==> config.mk <==
export PLATFORM = sky130hd
export DESIGN_NAME = reg_access_ctrl
export DESIGN_NICKNAME = d
export VERILOG_FILES = /design/src/rtl/reg_access_ctrl_pkg.sv /design/src/rtl/reg_access_ctrl.sv
export SDC_FILE = /design/constraint.sdc
export NUM_CORES = 1
export LEC_CHECK = 0
export CORE_MARGIN = 4
export CORE_UTILIZATION = 30
export CTS_BUF_LIST = sky130_fd_sc_hd__clkbuf_4 sky130_fd_sc_hd__clkbuf_8 sky130_fd_sc_hd__clkbuf_16
export DETAILED_ROUTE_END_ITERATION = 10
export PLACE_DENSITY_LB_ADDON = 0.25
export SKIP_LAST_GASP = 1
export SLEW_MARGIN = 0
export SYNTH_ARGS = -nofsm -noshare
export SYNTH_HDL_FRONTEND = slang
export SYNTH_SLANG_ARGS = --single-unit
==> constraint.sdc <==
create_clock -name clock -period 3.5 [get_ports clock]
set_input_delay 0.7 -clock clock [delete_from_list [all_inputs] [get_ports clock]]
set_output_delay 0.7 -clock clock [all_outputs]
set_load 0.005 [all_outputs]
==> src/rtl/reg_access_ctrl_pkg.sv <==
// Shared definitions for the register-file access sequencer: state encoding,
// default widths and register-file geometry.
package reg_access_ctrl_pkg;

    localparam int RF_DEPTH   = 16;
    localparam int ADDR_W_DEF = $clog2(RF_DEPTH);
    localparam int DATA_W_DEF = 32;
    localparam int CNT_W_DEF  = 16;

    typedef enum logic [2:0] {
        ST_IDLE     = 3'd0,
        ST_CLEAR    = 3'd1,
        ST_RD_A     = 3'd2,
        ST_RD_B     = 3'd3,
        ST_CAP_B    = 3'd4,
        ST_EXEC     = 3'd5,
        ST_WAIT_RES = 3'd6,
        ST_WRITE    = 3'd7
    } state_t;

    function automatic logic is_busy(input state_t st);
        return (st != ST_IDLE);
    endfunction

endpackage

==> src/rtl/reg_access_ctrl.sv <==
// Initiator-side sequencer for the single-port register file: two operand
// reads, ALU handshake, optional write-back, clear command, retire counter.
module reg_access_ctrl
    import reg_access_ctrl_pkg::*;
#(
    parameter int ADDR_W = ADDR_W_DEF,
    parameter int DATA_W = DATA_W_DEF,
    parameter int CNT_W  = CNT_W_DEF
) (
    input  logic              clock,
    input  logic              reset,
    input  logic              req_valid,
    output logic              req_ready,
    input  logic [ADDR_W-1:0] req_rs1,
    input  logic [ADDR_W-1:0] req_rs2,
    input  logic [ADDR_W-1:0] req_rd,
    input  logic              req_wb,
    input  logic              clear_req,
    output logic              op_valid,
    input  logic              op_ready,
    output logic [DATA_W-1:0] op_a,
    output logic [DATA_W-1:0] op_b,
    input  logic              res_valid,
    output logic              res_ready,
    input  logic [DATA_W-1:0] res_data,
    output logic [ADDR_W-1:0] rf_address,
    output logic [DATA_W-1:0] rf_value,
    output logic              rf_write,
    output logic              rf_read,
    output logic              rf_reset,
    input  logic [DATA_W-1:0] rf_data_out,
    output logic              busy,
    output logic [CNT_W-1:0]  instr_count
);

    state_t              state_r;
    logic [ADDR_W-1:0]   rs2_r;
    logic [ADDR_W-1:0]   rd_r;
    logic                wb_r;
    logic [ADDR_W-1:0]   rf_address_r;
    logic [DATA_W-1:0]   rf_value_r;
    logic                rf_write_r;
    logic                rf_read_r;
    logic                rf_reset_r;
    logic                op_valid_r;
    logic [DATA_W-1:0]   op_a_r;
    logic [DATA_W-1:0]   op_b_r;
    logic [CNT_W-1:0]    instr_count_r;

    localparam logic [CNT_W-1:0] CNT_ONE = {{(CNT_W-1){1'b0}}, 1'b1};

    assign req_ready   = (state_r == ST_IDLE) && !clear_req;
    assign res_ready   = (state_r == ST_WAIT_RES);
    assign busy        = is_busy(state_r);
    assign rf_address  = rf_address_r;
    assign rf_value    = rf_value_r;
    assign rf_write    = rf_write_r;
    assign rf_read     = rf_read_r;
    assign rf_reset    = rf_reset_r;
    assign op_valid    = op_valid_r;
    assign op_a        = op_a_r;
    assign op_b        = op_b_r;
    assign instr_count = instr_count_r;

    // Sequencer FSM with all register-file strobes and operands registered.
    // rf_read stays high across RD_A/RD_B so both operands are fetched even
    // when rs1 == rs2; the regfile answers one cycle after each strobe edge.
    always_ff @(posedge clock) begin
        if (!reset) begin
            state_r       <= ST_IDLE;
            rs2_r         <= {ADDR_W{1'b0}};
            rd_r          <= {ADDR_W{1'b0}};
            wb_r          <= 1'b0;
            rf_address_r  <= {ADDR_W{1'b0}};
            rf_value_r    <= {DATA_W{1'b0}};
            rf_write_r    <= 1'b0;
            rf_read_r     <= 1'b0;
            rf_reset_r    <= 1'b0;
            op_valid_r    <= 1'b0;
            op_a_r        <= {DATA_W{1'b0}};
            op_b_r        <= {DATA_W{1'b0}};
            instr_count_r <= {CNT_W{1'b0}};
        end else begin
            case (state_r)
                ST_IDLE: begin
                    if (clear_req) begin
                        rf_reset_r <= 1'b1;
                        state_r    <= ST_CLEAR;
                    end else if (req_valid) begin
                        rs2_r        <= req_rs2;
                        rd_r         <= req_rd;
                        wb_r         <= req_wb;
                        rf_address_r <= req_rs1;
                        rf_read_r    <= 1'b1;
                        state_r      <= ST_RD_A;
                    end else begin
                        state_r <= ST_IDLE;
                    end
                end
                ST_CLEAR: begin
                    rf_reset_r <= 1'b0;
                    state_r    <= ST_IDLE;
                end
                ST_RD_A: begin
                    rf_address_r <= rs2_r;
                    state_r      <= ST_RD_B;
                end
                ST_RD_B: begin
                    op_a_r    <= rf_data_out;
                    rf_read_r <= 1'b0;
                    state_r   <= ST_CAP_B;
                end
                ST_CAP_B: begin
                    op_b_r     <= rf_data_out;
                    op_valid_r <= 1'b1;
                    state_r    <= ST_EXEC;
                end
                ST_EXEC: begin
                    if (op_ready) begin
                        op_valid_r <= 1'b0;
                        if (wb_r) begin
                            state_r <= ST_WAIT_RES;
                        end else begin
                            instr_count_r <= instr_count_r + CNT_ONE;
                            state_r       <= ST_IDLE;
                        end
                    end else begin
                        state_r <= ST_EXEC;
                    end
                end
                ST_WAIT_RES: begin
                    if (res_valid) begin
                        rf_address_r <= rd_r;
                        rf_value_r   <= res_data;
                        rf_write_r   <= 1'b1;
                        state_r      <= ST_WRITE;
                    end else begin
                        state_r <= ST_WAIT_RES;
                    end
                end
                ST_WRITE: begin
                    rf_write_r    <= 1'b0;
                    instr_count_r <= instr_count_r + CNT_ONE;
                    state_r       <= ST_IDLE;
                end
                default: begin
                    rf_write_r <= 1'b0;
                    rf_read_r  <= 1'b0;
                    rf_reset_r <= 1'b0;
                    op_valid_r <= 1'b0;
                    state_r    <= ST_IDLE;
                end
            endcase
        end
    end

endmodule

==> flow_metrics.tcl, run 1 <==
set metrics [dict create \
    hold_violations 0 \
    syn_nets 686 \
    rr_endpoint "op_b[2]" \
    netlist_instances 602 \
    io_buffers 205 \
    ys_ff_latch 132 \
    clk_latency_ns 0.41 \
    hold_class "reg2reg" \
    status "complete, no violations" \
    worstSetupStartpointType "flop" \
    grt_pass1_wl_mm 23.5 \
    ant_nets 0 \
    finalSetupViolCount 0 \
    grt_start_max_net_pins 48 \
    hold_buffers 0 \
    rows 46 \
    fin_skew_ns 0.00594 \
    ff2ff_setup_slack_ns 1.19 \
    min_from "op_b[26]" \
    final_cell_area_um2 7730 \
    placed_area_um2 7120 \
    routed_via_density 4.65 \
    ir_worst_vdd_v 0.000317 \
    path_clk_slew_ns 0.06 \
    relSlewSlack 0.352 \
    cts_buffers 17 \
    ys_seq_area_frac 0.538 \
    n_antenna_cell 0 \
    drt_iter0_drc 257 \
    hold_depth 2 \
    root_buffer "clkbuf_16" \
    start_util 0.308 \
    worstRegToRegCells 5 \
    cts_resized 0 \
    h-tree-depth 4 \
    synth_area_per_cell_um2 8.15 \
    power_uw 3650 \
    cts.path.max_buffers 2 \
    setup-tns-final_ns 0 \
    p_per_area_nw_per_um2 472 \
    fin_util 0.485 \
    place_congestion 0.814 \
    vias 4751 \
    period_needed_ns 2.83 \
    grt_pass1_vias 4678 \
    crit_path_end_kind "primary output" \
    cap_violations 0 \
    cts.sinks 132 \
    area_delta_synth_final_pct 57.6 \
    path_class "reg2out" \
    firstDrtPassIters 4 \
    core_area_um2 15900 \
    antenna_found_initial 0 \
    whs_endpoint "op_b[26]" \
    yosysWarnings 0 \
    rsz0062_at_grt "no" \
    cts_tree "yes" \
    fillers 1511 \
    dieWidth_um 136 \
    post-cts-setup-buffers 0 \
    drive_gt1_frac 0.0584 \
    crit_fanout 20 \
    multi_input_area_um2 2070 \
    r2r-start "state_r[2]" \
    wl_per_cell_um 14.8 \
    critical_path_arrival_ns 2.13 \
    dp_hpwl_mm 10.8 \
    grtUsageTotal 0.160 \
    gr-total-overflow 0 \
    cellLeakagePower_uw 0.00265 \
    max_clock_freq_mhz 354 \
    worst_pin_slew_ns 0.972 \
    regArea_um2 2640 \
    fin_nets 876 \
    drc 0 \
    syn_area_um2 4910 \
    yosysUniqueCellTypes 35 \
    drt-total-wl_mm 15.1 \
    fp.dieH_um 136 \
    post-route-period-util 0.807 \
    io_pins 206 \
    worstPathRequired_ns 2.80 \
    maxSlewViolCount 0 \
    die_area_um2 18500 \
]
## registers in the layout (all words and copies together), names as in the netlist, 3 cells and up
signal       cells
instr_count     16
rd_r             4
rf_value        32
op_b            32
state_r          3
op_a            32
rf_address       4
rs2_r            4
## critical path, cell delays in order, from the launching register on
cell and delay [ns]:
dfxtp_1 0.51, or3_4 0.50, nor2_1 0.17, clkdlybuf4s50_1 0.53
## synthesized netlist by cell type, drive strengths merged
cell type	count	area [um2]
nand2	205	769
dfxtp	132	2640
a21oi	110	551
clkbuf	37	139
nor2	19	71.3
mux2i	18	180
o211ai	9	67.6
o21ai	9	45.0
buf	6	42.5
or4	6	45.0
xor2	6	52.6
and3	5	31.3
inv	5	18.8
o31ai	5	37.5
or3	5	36.3
nand3	4	20.0
and4	3	26.3
a31oi	2	12.5
and2	2	12.5
nand4	2	12.5
nor2b	2	12.5
a211oi	1	7.51
a311oi	1	8.76
ha	1	12.5
nand3b	1	7.51
nor3	1	5.00
nor3b	1	7.51
o2111ai	1	8.76
o21bai	1	7.51
or2	1	6.26
or3b	1	11.3
## placed cells by master (no fill, tap or decap), types with 7 or more instances in the layout
cell	n
nand2_1	205
a21oi_1	110
clkdlybuf4s50_1	205
nor2_1	19
dfxtp_1	132
o21ai_0	7
mux2i_1	18
clkbuf_16	17
o211ai_1	9
buf_4	9
## metal layers
| metal | track usage | vias up | routed length (um) |
|---|---|---|---|
| li1 | - | 2383 | - |
| met1 | 0.198 | 2196 | 6590 |
| met2 | 0.264 | 155 | 7190 |
| met3 | 0.0529 | 17 | 1130 |
| met4 | 0.0532 | 0 | 183 |
| met5 | 0 | - | 0 |
## stage by stage
stage | hold WS [ns] | worst slack, ns | cells
floorplan | 0.451 | 1.68 | 602
global placement | 0.442 | 0.759 | 989
detailed placement | 0.447 | 0.732 | 989
CTS | 0.455 | 0.654 | 1021
global route | 0.467 | 0.550 | 1021
finish | 0.453 | 0.674 | 1021
## cells by family after synthesis
| family | share of synthesized area |
|---|---|
| AO/OA/AOI/OAI | 0.152 |
| flip-flops | 0.538 |
| multiplexers | 0.0367 |
| buffers and inverters | 0.0408 |
| XOR/XNOR | 0.0107 |
| adder cells (fa/ha/maj) | 0.00255 |
| AND/OR/NAND/NOR | 0.219 |
## cell type report
cell class | instances | share of cell area
sequential | 132 | 0.342
timing repair buffer | 214 | 0.274
multi-input combinational | 422 | 0.268
clock buffer | 19 | 0.0586
tap | 216 | 0.0349
clock inverter | 13 | 0.0204
inverter | 5 | 0.00259
## where the power goes
part,leakage (uW),internal [uW],switching [uW]
Sequential,0.00107,1530,26.9
Combinational,0.00129,162,116
Clock,0.000302,1150,655
Total,0.00265,2850,798
## worst max-delay path by stage
stage	startpoint	end	depth (start not counted)
floorplan	op_ready	instr_count[12]	5
global placement	reset	instr_count[8]	4
detailed placement	op_ready	instr_count[15]	5
CTS	state_r[1]	req_ready	3
global route	state_r[1]	req_ready	3
finish	state_r[1]	req_ready	3
No activity file was read; power rests on OpenSTA's default activity.
==> run 2, diff against run 1 <==
- clock period: 3.5 -> 2.68 ns (I/O delays scaled with it)
==> flow_metrics.tcl, run 2 (same netlist as run 1, synthesis figures left out) <==
set metrics [dict create \
    grt_start_max_net_pins 126 \
    root_buffer "clkbuf_16" \
    wl_per_cell_um 15.0 \
    cellLeakagePower_uw 0.00265 \
    antenna_found_initial 0 \
    ff2ff_setup_slack_ns 0.85 \
    place_congestion 0.794 \
    rsz0062_at_grt "no" \
    post-cts-setup-buffers 0 \
    drt_iter0_drc 262 \
    dieWidth_um 136 \
    clk_latency_ns 0.41 \
    grt_pass1_vias 4697 \
    fin_skew_ns 0.00956 \
    max_clock_freq_mhz 412 \
    hold_violations 0 \
    die_area_um2 18500 \
    path_clk_slew_ns 0.06 \
    cts.path.max_buffers 2 \
    finalSetupViolCount 0 \
    maxSlewViolCount 0 \
    dp_hpwl_mm 10.8 \
    post-route-period-util 0.907 \
    worstSetupStartpointType "flop" \
    routed_via_density 4.66 \
    cts_buffers 17 \
    grtUsageTotal 0.161 \
    cts.sinks 132 \
    io_buffers 205 \
    hold_buffers 0 \
    ant_nets 0 \
    crit_path_end_kind "primary output" \
    relSlewSlack 0.610 \
    r2r-start "state_r[2]" \
    h-tree-depth 4 \
    worstRegToRegCells 6 \
    fin_util 0.486 \
    cts_tree "yes" \
    setup-tns-final_ns 0 \
    cts_resized 0 \
    worst_pin_slew_ns 0.581 \
    path_class "reg2out" \
    cap_violations 0 \
    worstPathRequired_ns 2.14 \
    area_delta_synth_final_pct 57.9 \
    grt_pass1_wl_mm 23.6 \
    period_needed_ns 2.43 \
    gr-total-overflow 0 \
    cp-startpoint "state_r[1]" \
    rows 46 \
    power_uw 4660 \
    fp.dieH_um 136 \
    drt-total-wl_mm 15.4 \
    whs_ns 0.451 \
    hold_class "reg2reg" \
    drive_gt1_frac 0.0630 \
    core_area_um2 15900 \
    status "complete, no violations" \
    cp-endpoint "req_ready" \
    io_pins 206 \
    final_cell_mix "nand2_1 (205), clkdlybuf4s50_1 (205), dfxtp_1 (132)" \
    vias 4780 \
    fin_nets 880 \
    crit_fanout 7 \
    p_per_area_nw_per_um2 601 \
    start_util 0.308 \
    ir_worst_vdd_v 0.000396 \
    critical_path_arrival_ns 1.89 \
    firstDrtPassIters 4 \
    n_antenna_cell 0 \
    drc 0 \
    rr_endpoint "op_a[1]" \
]
run 2: power by group:
part | leakage [uW] | switching, uW | internal (uW)
clock network | 0.000277 | 922 | 1330
registers | 0.00107 | 22.2 | 2000
logic | 0.00131 | 168 | 220
total | 0.00265 | 1110 | 3550
run 2: worst min path at each step:
stage	from	endpoint	depth (start not counted)
2_1_floorplan	rf_address[0]	rf_address[0]	2
4_1_cts	op_a[31]	op_a[31]	2
5_1_grt	op_b[28]	op_b[28]	2
3_5_place_dp	op_b[28]	op_b[28]	2
6_report	op_b[28]	op_b[28]	2
3_3_place_gp	op_b[25]	op_b[25]	2
run 2: layer usage:
layer	track usage	up-vias	wire length [um]	share of wire
met4	0.0571	0	217	0.014
li1	-	2390	-	-
met2	0.271	155	7360	0.48
met3	0.0470	16	1010	0.066
met5	0	-	0	0
met1	0.196	2219	6820	0.44
run 2: stage by stage:
stage,worst slack [ns],std cells,instance area (um2)
floorplan,1.02,602,4910
finish,0.250,1025,7750
detailed placement,0.257,993,7170
global placement,0.281,993,7170
CTS,0.252,1025,7750
global route,0.184,1025,7750
run 2: area by class of cell:
class	count	area (um2)
Clock inverter	14	145
Sequential cell	132	2640
Fill cell	1506	8190
Timing Repair Buffer	218	2160
Tap cell	216	270
Multi-Input combinational cell	422	2070
Clock buffer	18	439
Inverter	5	20.0
run 2: critical path, stage by stage, from the launching register on:
cell and delay, ns:
dfxtp_1 0.37, or3_4 0.42, nor2_1 0.16, clkdlybuf4s50_1 0.53
==> run 3, diff against run 2 <==
- clock period: 2.68 -> 2.2 ns (I/O delays scaled with it)
==> flow_metrics.tcl, run 3 (same netlist as run 1, synthesis figures left out) <==
set metrics [dict create \
    place_congestion 0.776 \
    vias 4853 \
    max_clock_freq_mhz 490 \
    path_clk_slew_ns 0.06 \
    final_cell_mix "nand2_1 (205), clkdlybuf4s50_1 (203), dfxtp_1 (131)" \
    maxSlewViolCount 0 \
    cts.sinks 132 \
    grt_pass1_wl_mm 23.5 \
    rows 46 \
    post-route-period-util 0.927 \
    critical_path_arrival_ns 1.60 \
    setup-tns-final_ns 0 \
    drive_gt1_frac 0.0748 \
    dieWidth_um 136 \
    status "complete, no violations" \
    dp.cells 999 \
    grtUsageTotal 0.159 \
    cellLeakagePower_uw 0.00271 \
    worstRegToRegCells 4 \
    drc 0 \
    rsz0062_at_grt "no" \
    ff2ff_setup_slack_ns 0.40 \
    n_antenna_cell 0 \
    cell_internal_pwr_uw 4310 \
    clkPwrFrac 0.476 \
    stdcell_count 1032 \
    cts.path.max_buffers 2 \
    min_from "op_a[20]" \
    layout_commonest_cell "nand2_1" \
    drt_iter0_drc 224 \
    cap_violations 0 \
    fin_util 0.491 \
    final_cell_area_um2 7830 \
    gr-total-overflow 0 \
    root_buffer "clkbuf_16" \
    combPwrFrac 0.086 \
    p_per_area_nw_per_um2 719 \
    p_sw_frac 0.235 \
    io_buffers 205 \
    whs_endpoint "op_a[20]" \
    h-tree-depth 4 \
    die_area_um2 18500 \
    fp.dieH_um 136 \
    wl_per_cell_um 14.8 \
    area_delta_synth_final_pct 59.5 \
    fin_nets 887 \
    rr_endpoint "instr_count[15]" \
    period_needed_ns 2.04 \
    finalSetupViolCount 0 \
    hold_violations 0 \
    fin_skew_ns 0.00701 \
    worstSetupStartpointType "flop" \
    cts_buffers 17 \
    firstDrtPassIters 4 \
    cts_tree "yes" \
    routed_via_density 4.70 \
    placed_area_um2 7240 \
    ir_worst_vdd_v 0.000480 \
    relSlewSlack 0.608 \
    hold_depth 2 \
    start_util 0.308 \
    dp_hpwl_mm 10.8 \
    antenna_found_initial 0 \
    grt_pass1_vias 4734 \
    path_class "reg2out" \
    core_area_um2 15900 \
    clk_latency_ns 0.41 \
    crit_fanout 10 \
    worstPathRequired_ns 1.76 \
    switchingPower_uw 1320 \
    ant_nets 0 \
    r2r-start "instr_count[2]" \
    worst_pin_slew_ns 0.588 \
    drt-total-wl_mm 15.3 \
    grt_start_max_net_pins 65 \
    power_frac_seq 0.438 \
    io_pins 206 \
    crit_path_end_kind "primary output" \
    hold_class "reg2reg" \
]
run 3: cell count changes in the layout (fill, tap and decap cells not counted), sizes merged:
cell and change:
clkinvlp +3, dlymetal6s2s +2, clkinv -2, buf +7, inv -1, clkdlybuf4s50 -2
run 3: worst max path at each step:
stage / cells past startpoint / from / end
2_1_floorplan: 6 / state_r[1] / rd_r[0]
3_3_place_gp: 5 / op_ready / instr_count[15]
3_5_place_dp: 5 / op_ready / instr_count[15]
4_1_cts: 3 / state_r[2] / req_ready
5_1_grt: 2 / state_r[2] / busy
6_report: 2 / state_r[2] / busy
run 3: what timing repair did:
action / CTS / global route
gates resized for setup: 3 / 4
hold buffers: 0 / 0
setup endpoints to repair: 2 / 2
setup buffers: 1 / 0
run 3: power by group through the flow:
stage,logic [uW],clock network [uW],registers (uW)
global placement,476,0,2520
detailed placement,479,0,2520
finish,484,2680,2470
global route,523,2860,2470
CTS,487,2750,2470
floorplan,175,0,2520
run 3: routing by layer:
metal  share of wire  vias to the layer above  GRT usage  wire length (um)
met2            0.48                      161      0.264              7420
met5               0                        -          0                 0
met3           0.063                       14     0.0429               960
met1            0.44                     2271      0.197              6740
li1                -                     2407          -                 -
met4           0.013                        0     0.0594               204
run 3: area by class of cell:
type                            count  area, um2
Fill cell                        1456       8110
Sequential cell                   132       2650
Timing Repair Buffer              225       2250
Multi-Input combinational cell    422       2080
Clock buffer                       18        439
Tap cell                          216        270
Clock inverter                     14        129
Inverter                            5       20.0
run 3: through the flow:
step                power (uW)  hold WS, ns  worst slack (ns)
finish                    5630        0.453             0.160
CTS                       5700        0.454           -0.0442
floorplan                 2690        0.451             0.548
detailed placement        3000        0.446           -0.0802
global route              5850        0.476             0.113
global placement          2990        0.441           -0.0378
run 3: critical path: stages, from the launching register on:
cell and delay, ns:
dfxtp_4 0.38, or3_4 0.36, clkdlybuf4s50_1 0.46
